`src/rtl/booth_mul_seq.sv`:
```
// booth_mul_seq: sequential signed 32x32->64 radix-2 Booth multiplier driving an external combinational add/sub adder
//   clk             in   1   rising-edge clock
//   rst             in   1   synchronous active-high reset
//   start_i         in   1   request a multiply (sampled when not busy)
//   multiplicand_i  in  32   signed operand M
//   multiplier_i    in  32   signed operand Q
//   busy_o          out  1   high while iterating
//   done_o          out  1   one-cycle pulse when product_o becomes valid
//   product_o       out 64   signed product, held until the next accepted start
//   add_sub_o       out  1   adder sub select
//   add_a_o         out 32   adder inA
//   add_b_o         out 32   adder inB
//   add_result_i    in  32   adder sum
//   add_overflow_i  in   1   adder signed overflow
//   Optional: define MUL_ZERO_BYPASS_EN to finish immediately with product 0 on a zero operand.
module booth_mul_seq (
   input  logic        clk,
   input  logic        rst,
   input  logic        start_i,
   input  logic [31:0] multiplicand_i,
   input  logic [31:0] multiplier_i,
   output logic        busy_o,
   output logic        done_o,
   output logic [63:0] product_o,
   output logic        add_sub_o,
   output logic [31:0] add_a_o,
   output logic [31:0] add_b_o,
   input  logic [31:0] add_result_i,
   input  logic        add_overflow_i
);
   typedef enum logic [1:0] {IDLE, RUN, DONE} state_t;
   state_t      state_q, state_d;
   logic [31:0] a_q, a_d, q_q, q_d, m_q, m_d;
   logic        qm1_q, qm1_d;
   logic [5:0]  cnt_q, cnt_d;
   logic [63:0] prod_q, prod_d;
   logic        run, arith, sgn, zero_op;
   logic [31:0] s_val, a_sh, q_sh;
`ifdef MUL_ZERO_BYPASS_EN
   assign zero_op = (multiplicand_i == 32'd0) || (multiplier_i == 32'd0);
`else
   assign zero_op = 1'b0;
`endif
   always_comb begin
      run       = state_q == RUN;
      arith     = run && (q_q[0] ^ qm1_q);
      add_sub_o = run && q_q[0] && !qm1_q;
      add_a_o   = run ? a_q : 32'd0;
      add_b_o   = arith ? m_q : 32'd0;
      s_val     = arith ? add_result_i : a_q;
      // the overflow flag recovers the true sign of the 33-bit sum
      sgn       = arith ? add_result_i[31] ^ add_overflow_i : a_q[31];
      a_sh      = {sgn, s_val[31:1]};
      q_sh      = {s_val[0], q_q[31:1]};
      state_d   = state_q;
      a_d       = a_q;
      q_d       = q_q;
      qm1_d     = qm1_q;
      m_d       = m_q;
      cnt_d     = cnt_q;
      prod_d    = prod_q;
      if (run) begin
         a_d   = a_sh;
         q_d   = q_sh;
         qm1_d = q_q[0];
         cnt_d = cnt_q + 6'd1;
         if (cnt_q == 6'd31) begin
            state_d = DONE;
            prod_d  = {a_sh, q_sh};
         end
      end else if (start_i) begin
         a_d     = 32'd0;
         q_d     = multiplier_i;
         qm1_d   = 1'b0;
         m_d     = multiplicand_i;
         cnt_d   = 6'd0;
         state_d = zero_op ? DONE : RUN;
         prod_d  = zero_op ? 64'd0 : prod_q;
      end else begin
         state_d = IDLE;
      end
   end
   always_ff @(posedge clk) begin
      if (rst) begin
         state_q <= IDLE;
         a_q     <= 32'd0;
         q_q     <= 32'd0;
         qm1_q   <= 1'b0;
         m_q     <= 32'd0;
         cnt_q   <= 6'd0;
         prod_q  <= 64'd0;
      end else begin
         state_q <= state_d;
         a_q     <= a_d;
         q_q     <= q_d;
         qm1_q   <= qm1_d;
         m_q     <= m_d;
         cnt_q   <= cnt_d;
         prod_q  <= prod_d;
      end
   end
   assign busy_o    = state_q == RUN;
   assign done_o    = state_q == DONE;
   assign product_o = prod_q;
endmodule
```
`config.mk`:
```
export PLATFORM = sky130hd
export DESIGN_NAME = booth_mul_seq
export DESIGN_NICKNAME = d
export VERILOG_FILES = /design/src/rtl/booth_mul_seq.sv
export SDC_FILE = /design/constraint.sdc
export NUM_CORES = 1
export LEC_CHECK = 0
export BUFFER_PORTS_ARGS = -buffer_cell sky130_fd_sc_hd__buf_2
export CAP_MARGIN = 0
export CORE_AREA = 2 2 135 137
export DETAILED_ROUTE_END_ITERATION = 10
export DIE_AREA = 0 0 137 139
export PLACE_DENSITY = 0.77
export SLEW_MARGIN = 25
export SYNTH_ARGS = -nofsm -noshare
export SYNTH_HDL_FRONTEND = slang
export SYNTH_SLANG_ARGS = --single-unit
```
`constraint.sdc`:
```
create_clock -name clk -period 2.1 [get_ports clk]
set_input_delay 0.42 -clock clk [delete_from_list [all_inputs] [get_ports clk]]
set_output_delay 0.42 -clock clk [all_outputs]
set_load 0.005 [all_outputs]
```
==> flow_summary.yaml, run 1 <==
status:
  status: "completed"
clock_tree:
  cts_sinks: 169
  tritoncts: "done"
  cts_max_level: 4
  cts_buffers: 17
  cts-root-buf: "clkbuf_16"
  clock_latency_ns: 0.42
  hold_buffers: 0
  path_clk_slew_ns: 0.06
  clk_path_buf_depth: 2
timing:
  finalHoldViolations: 0
  slew_viol_final: 0
  setup_violations: 0
  fin_crit_sh_pct: 96.6
  fin_skew_ns: 0.00694
  fmax_ghz: 0.493
  slew_headroom_pct: 48.8
  setup_tns_ns: 0
  rsz0062_at_grt: "no"
  fin_crit_ns: 2.03
  worstMarginPinSlew_ns: 0.768
placed_design:
  placed_cell_area_um2: 9020
  place_hpwl_um: 14000
  io_buffers: 230
  place_congestion: 0.866
cells_and_area:
  drive_above_1_share_pct: 27.5
  nNetsFinal: 1201
  fin_area_um2: 9790
  fillers: 1640
  area_growth_pct: 26.0
synthesis:
  yosys.area.top_type_share_pct: 43.6
  yosysSeqAreaShare_pct: 43.6
  yosysMostFrequentCell: "dfxtp_1"
  ys.flop_type: "dfxtp_1"
  ys_ff_latch: 169
  async_flop_share_pct: 0
  syn-cell-area_um2: 7770
  yosysTopAreaCell: "dfxtp_1"
  synthCells: 939
  synth_warnings: 0
  synth_edf_count: 0
  netlist_top_cells_count: "169 x dfxtp_1, 132 x nand3_1, 98 x a21oi_1"
  synthesis.nets: 1040
  synth_cell_types: 41
  syn-mean-instance-area_um2: 8.27
  netlist_top_cells_area: "dfxtp_1 44%, nand3_1 8.5%, nand4_1 7.5%"
global_routing:
  grt.met3_usage_pct: 5.41
  grt_usage_pct: 22.9
  grt_pass1_wl_um: 35800
  grt-busiest-layer: "met2"
  first_global_vias: 7209
  met2_usage_pct: 35.9
  grt_remaining_overflow: 0
  antenna_found_initial: 1
  use_met1_pct: 30.5
  grt_max_degree: 117
drt:
  remaining_drc_errors: 0
  ant_nets: 0
  via_per_inst: 5.96
  wl_um: 23300
  wl_per_cell_um: 17.3
  firstDrtPassIters: 5
  first_iter_violations: 773
  num_vias: 7993
critical_path:
  start_kind: "flip-flop"
  worstPathMaxFanout: 25
  arrival_ns: 1.61
  cp.required_ns: 1.68
  cp-end-kind: "primary output"
  critical_path_class: "flip-flop to primary output"
worst_hold_path:
  hp-class: "primary input to flip-flop"
power_and_ir_drop:
  total_leakage_power_nw: 4.15
  vdd_drop_max_mv: 0.584
  powerDensity_nw_per_um2: 778
  power_mw: 7.61
floorplanning:
  die_area_um2: 19000
  die_x_um: 137
  io_pins: 231
  die_y_um: 139
  initial_utilization_pct: 44.0
  core_area_um2: 17700
  rows: 49
job:
  max_cap_violations: 0
[cells in the final DEF (no fill, tap or decap), types with 2 or more instances in the layout]
cell type	count
o21ai_0	94
nor2_1	32
nand3_1	132
clkbuf_8	3
clkbuf_16	21
a21oi_1	98
nand2b_1	2
a311oi_1	34
bufinv_16	4
dfxtp_2	3
buf_12	6
a31oi_1	4
clkinv_4	2
dfxtp_1	165
mux2i_1	32
and3_1	32
and2_1	31
o21ai_1	3
a211oi_1	32
clkinvlp_4	2
or4_1	2
buf_2	229
inv_2	2
nand2_1	7
buf_16	2
nand4_1	93
buf_4	20
[metal layers]
layer | vias up | share of wire (%)
met2 | 373 | 47
met3 | 37 | 8.4
met4 | 0 | 2.1
met5 | - | 0
li1 | 3841 | -
met1 | 3742 | 42
[cell families (layout without fill, tap and decap cells)]
logic type / Yosys count / after routing / share of synthesized area (%)
buffers and inverters: 123 / 296 / 6.96
DFF: 169 / 169 / 43.6
other: 0 / 1 / 0
AOI/OAI and AO/OA: 269 / 269 / 20.3
xor gates and xnor gates: 3 / 3 / 0.532
adders and majority gates: 1 / 1 / 0.161
and+or+nand+nor: 341 / 341 / 24.3
muxes: 33 / 33 / 4.27
[power by group]
group	switching, mW	total [mW]	internal (mW)
Clock	1.30	3.39	2.09
Combinational	0.515	0.824	0.310
Sequential	0.0844	3.40	3.32
Total	1.90	7.61	5.71
[area by class of cell]
cell class | instances | area (um^2) | area share, %
multi-input combinational | 647 | 3880 | 39.6
sequential | 169 | 3390 | 34.6
timing repair buffer | 261 | 1570 | 16.1
clock buffer | 21 | 470 | 4.81
tap | 229 | 287 | 2.93
clock inverter | 10 | 166 | 1.70
inverter | 4 | 22.5 | 0.230
antenna | 1 | 2.50 | 0.0256
[path summary, 6_finish.rpt]
| check | start | endpoint | slack, ns | depth (start not counted) |
|---|---|---|---|---|
| setup / recovery | state_q[1] | add_a_o[5] | 0.07 | 5 |
| hold / removal | multiplicand_i[7] | m_q[7] | 0.24 | 3 |
| setup reg to reg | qm1_q | product_o[48] | 0.32 | 4 |
| hold reg to reg | m_q[2] | m_q[2] | 0.47 | 2 |
[flip-flops by register name, indices dropped and copies added (netlist names)]
| register | flops |
|---|---|
| q_q | 32 |
| qm1_q | 1 |
| cnt_q | 6 |
| state_q | 2 |
| m_q | 32 |
| product_o | 64 |
| a_q | 32 |
[worst max-delay path, cell delays in order, from the launching register on]
cell       delay (ns)
dfxtp_2          0.33
nand2b_4         0.21
inv_8            0.15
clkbuf_16        0.20
and2_1           0.16
buf_2            0.12
[per-stage QoR]
| step | util, % | std cells | setup slack (ns) | hold slack (ns) |
|---|---|---|---|---|
| 2_1_floorplan | - | 939 | 0.446 | 0.449 |
| 6_report | 55.4 | 1342 | 0.0722 | 0.242 |
| 4_1_cts | 54.8 | 1337 | -0.0340 | 0.224 |
| 3_3_place_gp | 51.1 | 1306 | 0.287 | 0.456 |
| 5_1_grt | 55.4 | 1342 | 0.00470 | 0.249 |
| 3_5_place_dp | 51.1 | 1306 | 0.270 | 0.463 |
[timing repair]
item / in CTS / in global routing
cloned: 0 / 4
gates resized for setup: 5 / 4
pin swaps: 1 / 0
setup buffers: 0 / 0
setup endpoints to repair: 63 / 63
(Power assumes the default switching activity.)
==> inputs of run 2 (changes only) <==
--- a/config.mk
+++ b/config.mk
@@ -5,12 +5,13 @@
 export SDC_FILE = /design/constraint.sdc
 export NUM_CORES = 1
 export LEC_CHECK = 0
+export ABC_AREA = 1
 export BUFFER_PORTS_ARGS = -buffer_cell sky130_fd_sc_hd__buf_2
 export CAP_MARGIN = 0
-export CORE_AREA = 2 2 135 137
+export CORE_AREA = 2 2 132 134
 export DETAILED_ROUTE_END_ITERATION = 10
-export DIE_AREA = 0 0 137 139
-export PLACE_DENSITY = 0.77
+export DIE_AREA = 0 0 134 136
+export PLACE_DENSITY = 0.78
 export SLEW_MARGIN = 25
 export SYNTH_ARGS = -nofsm -noshare
 export SYNTH_HDL_FRONTEND = slang
==> flow_summary.yaml, run 2 <==
drt:
  via_per_inst: 4.86
  ant_nets: 0
  first_iter_violations: 472
  remaining_drc_errors: 0
  firstDrtPassIters: 5
  num_vias: 7563
  wl_per_cell_um: 13.0
  wl_um: 20200
critical_path:
  start_kind: "flip-flop"
  slowest_delay_ns: 0.45
  cp-end-kind: "primary output"
  cpMaxStageDelayCell: "dfxtp_1"
  r2r_setup_slack_ns: 0.33
  arrival_ns: 1.61
  path_cells: "inv_2 -> nand2_4 -> buf_12 -> nor2_1 -> buf_2"
  ff2ff_path_depth: 7
  reg2reg_from: "cnt_q[0]"
  worstPathMaxFanout: 32
  critical_path_class: "flip-flop to primary output"
  rr_endpoint: "product_o[48]"
  cp.required_ns: 1.68
  cp-startpoint: "state_q[1]"
clock_tree:
  cts_sinks: 169
  hold_buffers: 0
  tritoncts: "done"
  cts-root-buf: "clkbuf_16"
  cts_max_level: 4
  clock_latency_ns: 0.42
  cts_buffers: 17
  path_clk_slew_ns: 0.06
  clk_path_buf_depth: 2
power_and_ir_drop:
  total_leakage_power_nw: 4.99
  vdd_drop_max_mv: 0.557
  powerDensity_nw_per_um2: 756
synthesis:
  ys_ff_latch: 169
  ys.flop_type: "dfxtp_1"
  yosysTopAreaCell: "dfxtp_1"
  async_flop_share_pct: 0
  synth_edf_count: 0
  yosysMostFrequentCell: "nand2_1"
  synth_warnings: 0
  yosysSeqAreaShare_pct: 45.3
  syn-cell-area_um2: 7460
  synth_cell_types: 24
  yosys.area.top_type_share_pct: 45.3
  netlist_top_cells_count: "318 x nand2_1, 180 x inv_1, 169 x dfxtp_1"
  synthesis.nets: 1221
  synthCells: 1120
  syn-mean-instance-area_um2: 6.66
  netlist_top_cells_area: "dfxtp_1 45%, nand2_1 16%, inv_1 9.1%"
floorplanning:
  rows: 48
  initial_utilization_pct: 44.2
  die_area_um2: 18200
  die_y_um: 136
  die_x_um: 134
  core_area_um2: 16900
  io_pins: 231
timing:
  slew_headroom_pct: 59.7
  slew_viol_final: 0
  fin_crit_sh_pct: 96.5
  setup_tns_ns: 0
  rsz0062_at_grt: "no"
  setup_violations: 0
  fin_crit_ns: 2.03
  fin_skew_ns: 0.00836
  fmax_ghz: 0.493
  finalHoldViolations: 0
  worstMarginPinSlew_ns: 0.604
  worst_hold_slack_ns: 0.285
global_routing:
  grt_remaining_overflow: 0
  grt_pass1_wl_um: 31700
  first_global_vias: 6755
  grt_usage_pct: 21.6
  grt_max_degree: 66
  antenna_found_initial: 0
cells_and_area:
  fillers: 1639
  drive_above_1_share_pct: 22.0
  area_growth_pct: 26.0
  multiInputGateArea_um2: 3070
  diodes: 0
  largest_reg_flops: 64
  final_cell_mix: "317 x nand2_1, 230 x buf_2, 179 x inv_1"
  nNetsFinal: 1420
  seq_area_um2: 3390
  final_common_cell: "nand2_1"
placed_design:
  place_hpwl_um: 13500
  io_buffers: 230
  place_congestion: 0.828
worst_hold_path:
  min_from: "multiplicand_i[31]"
  hold_end: "m_q[31]"
  hold_depth: 3
  hp-class: "primary input to flip-flop"
status:
  status: "completed"
job:
  max_cap_violations: 0
-- run 2: area by class of cell --
| class | count | share of cell area (%) |
|---|---|---|
| timing repair buffer | 250 | 14.6 |
| clock inverter | 11 | 1.57 |
| multi-input combinational | 697 | 32.7 |
| inverter | 184 | 7.37 |
| tap | 225 | 2.99 |
| sequential | 169 | 36.0 |
| clock buffer | 19 | 4.71 |
-- run 2: timing repair --
action / CTS / global route
setup buffers: 2 / 0
gates resized for setup: 0 / 2
pin swaps: 1 / 0
endpoints found under the setup margin: 32 / 5
-- run 2: worst max path at each step --
stage / end / cells after the start / slack [ns]
after floorplan: add_b_o[10] / 6 / 0.45
after global placement: add_b_o[13] / 6 / 0.39
after detailed placement: product_o[62] / 9 / 0.35
after CTS: add_a_o[19] / 5 / 0.05
after global routing: add_a_o[19] / 5 / 0.001
final: add_a_o[19] / 5 / 0.07
-- run 2: logic make-up (layout without fill, tap and decap cells) --
logic type                 Yosys count  count (layout)  synth area share (%)
buffers and inverters              254             464                  13.5
adders and majority gates            1               1                 0.168
DFF                                169             169                  45.3
AOI/OAI and AO/OA                  155             155                  11.1
and+or+nand+nor                    541             541                  29.9
-- run 2: per-layer routing --
layer	global-route usage, %	part of all wire, %
met5	0	0
met4	9.40	2.3
met3	4.51	6.1
met2	37.6	49
met1	25.6	43
-- run 2: power by group --
| part | internal [mW] | switching, mW |
|---|---|---|
| registers | 3.30 | 0.0479 |
| clock network | 1.89 | 1.27 |
| logic | 0.219 | 0.376 |
| total | 5.42 | 1.69 |
-- run 2: worst max-delay path, delay by kind of cell, from the launching register on --
| kind | cells | cell delay (ns) |
|---|---|---|
| DFF | 1 | 0.45 |
| and+or+nand+nor | 2 | 0.29 |
| buffers and inverters | 3 | 0.45 |
-- run 2: through the flow --
step	worst slack (ns)	util, %	area (um^2)	cells	power [mW]
after floorplan	0.453	-	7460	1120	3.78
after global placement	0.387	52.1	8790	1523	4.00
after detailed placement	0.346	52.1	8790	1523	4.01
after CTS	0.0491	55.7	9400	1555	7.17
after global routing	0.00143	55.7	9400	1555	7.39
final	0.0734	55.7	9400	1555	7.11
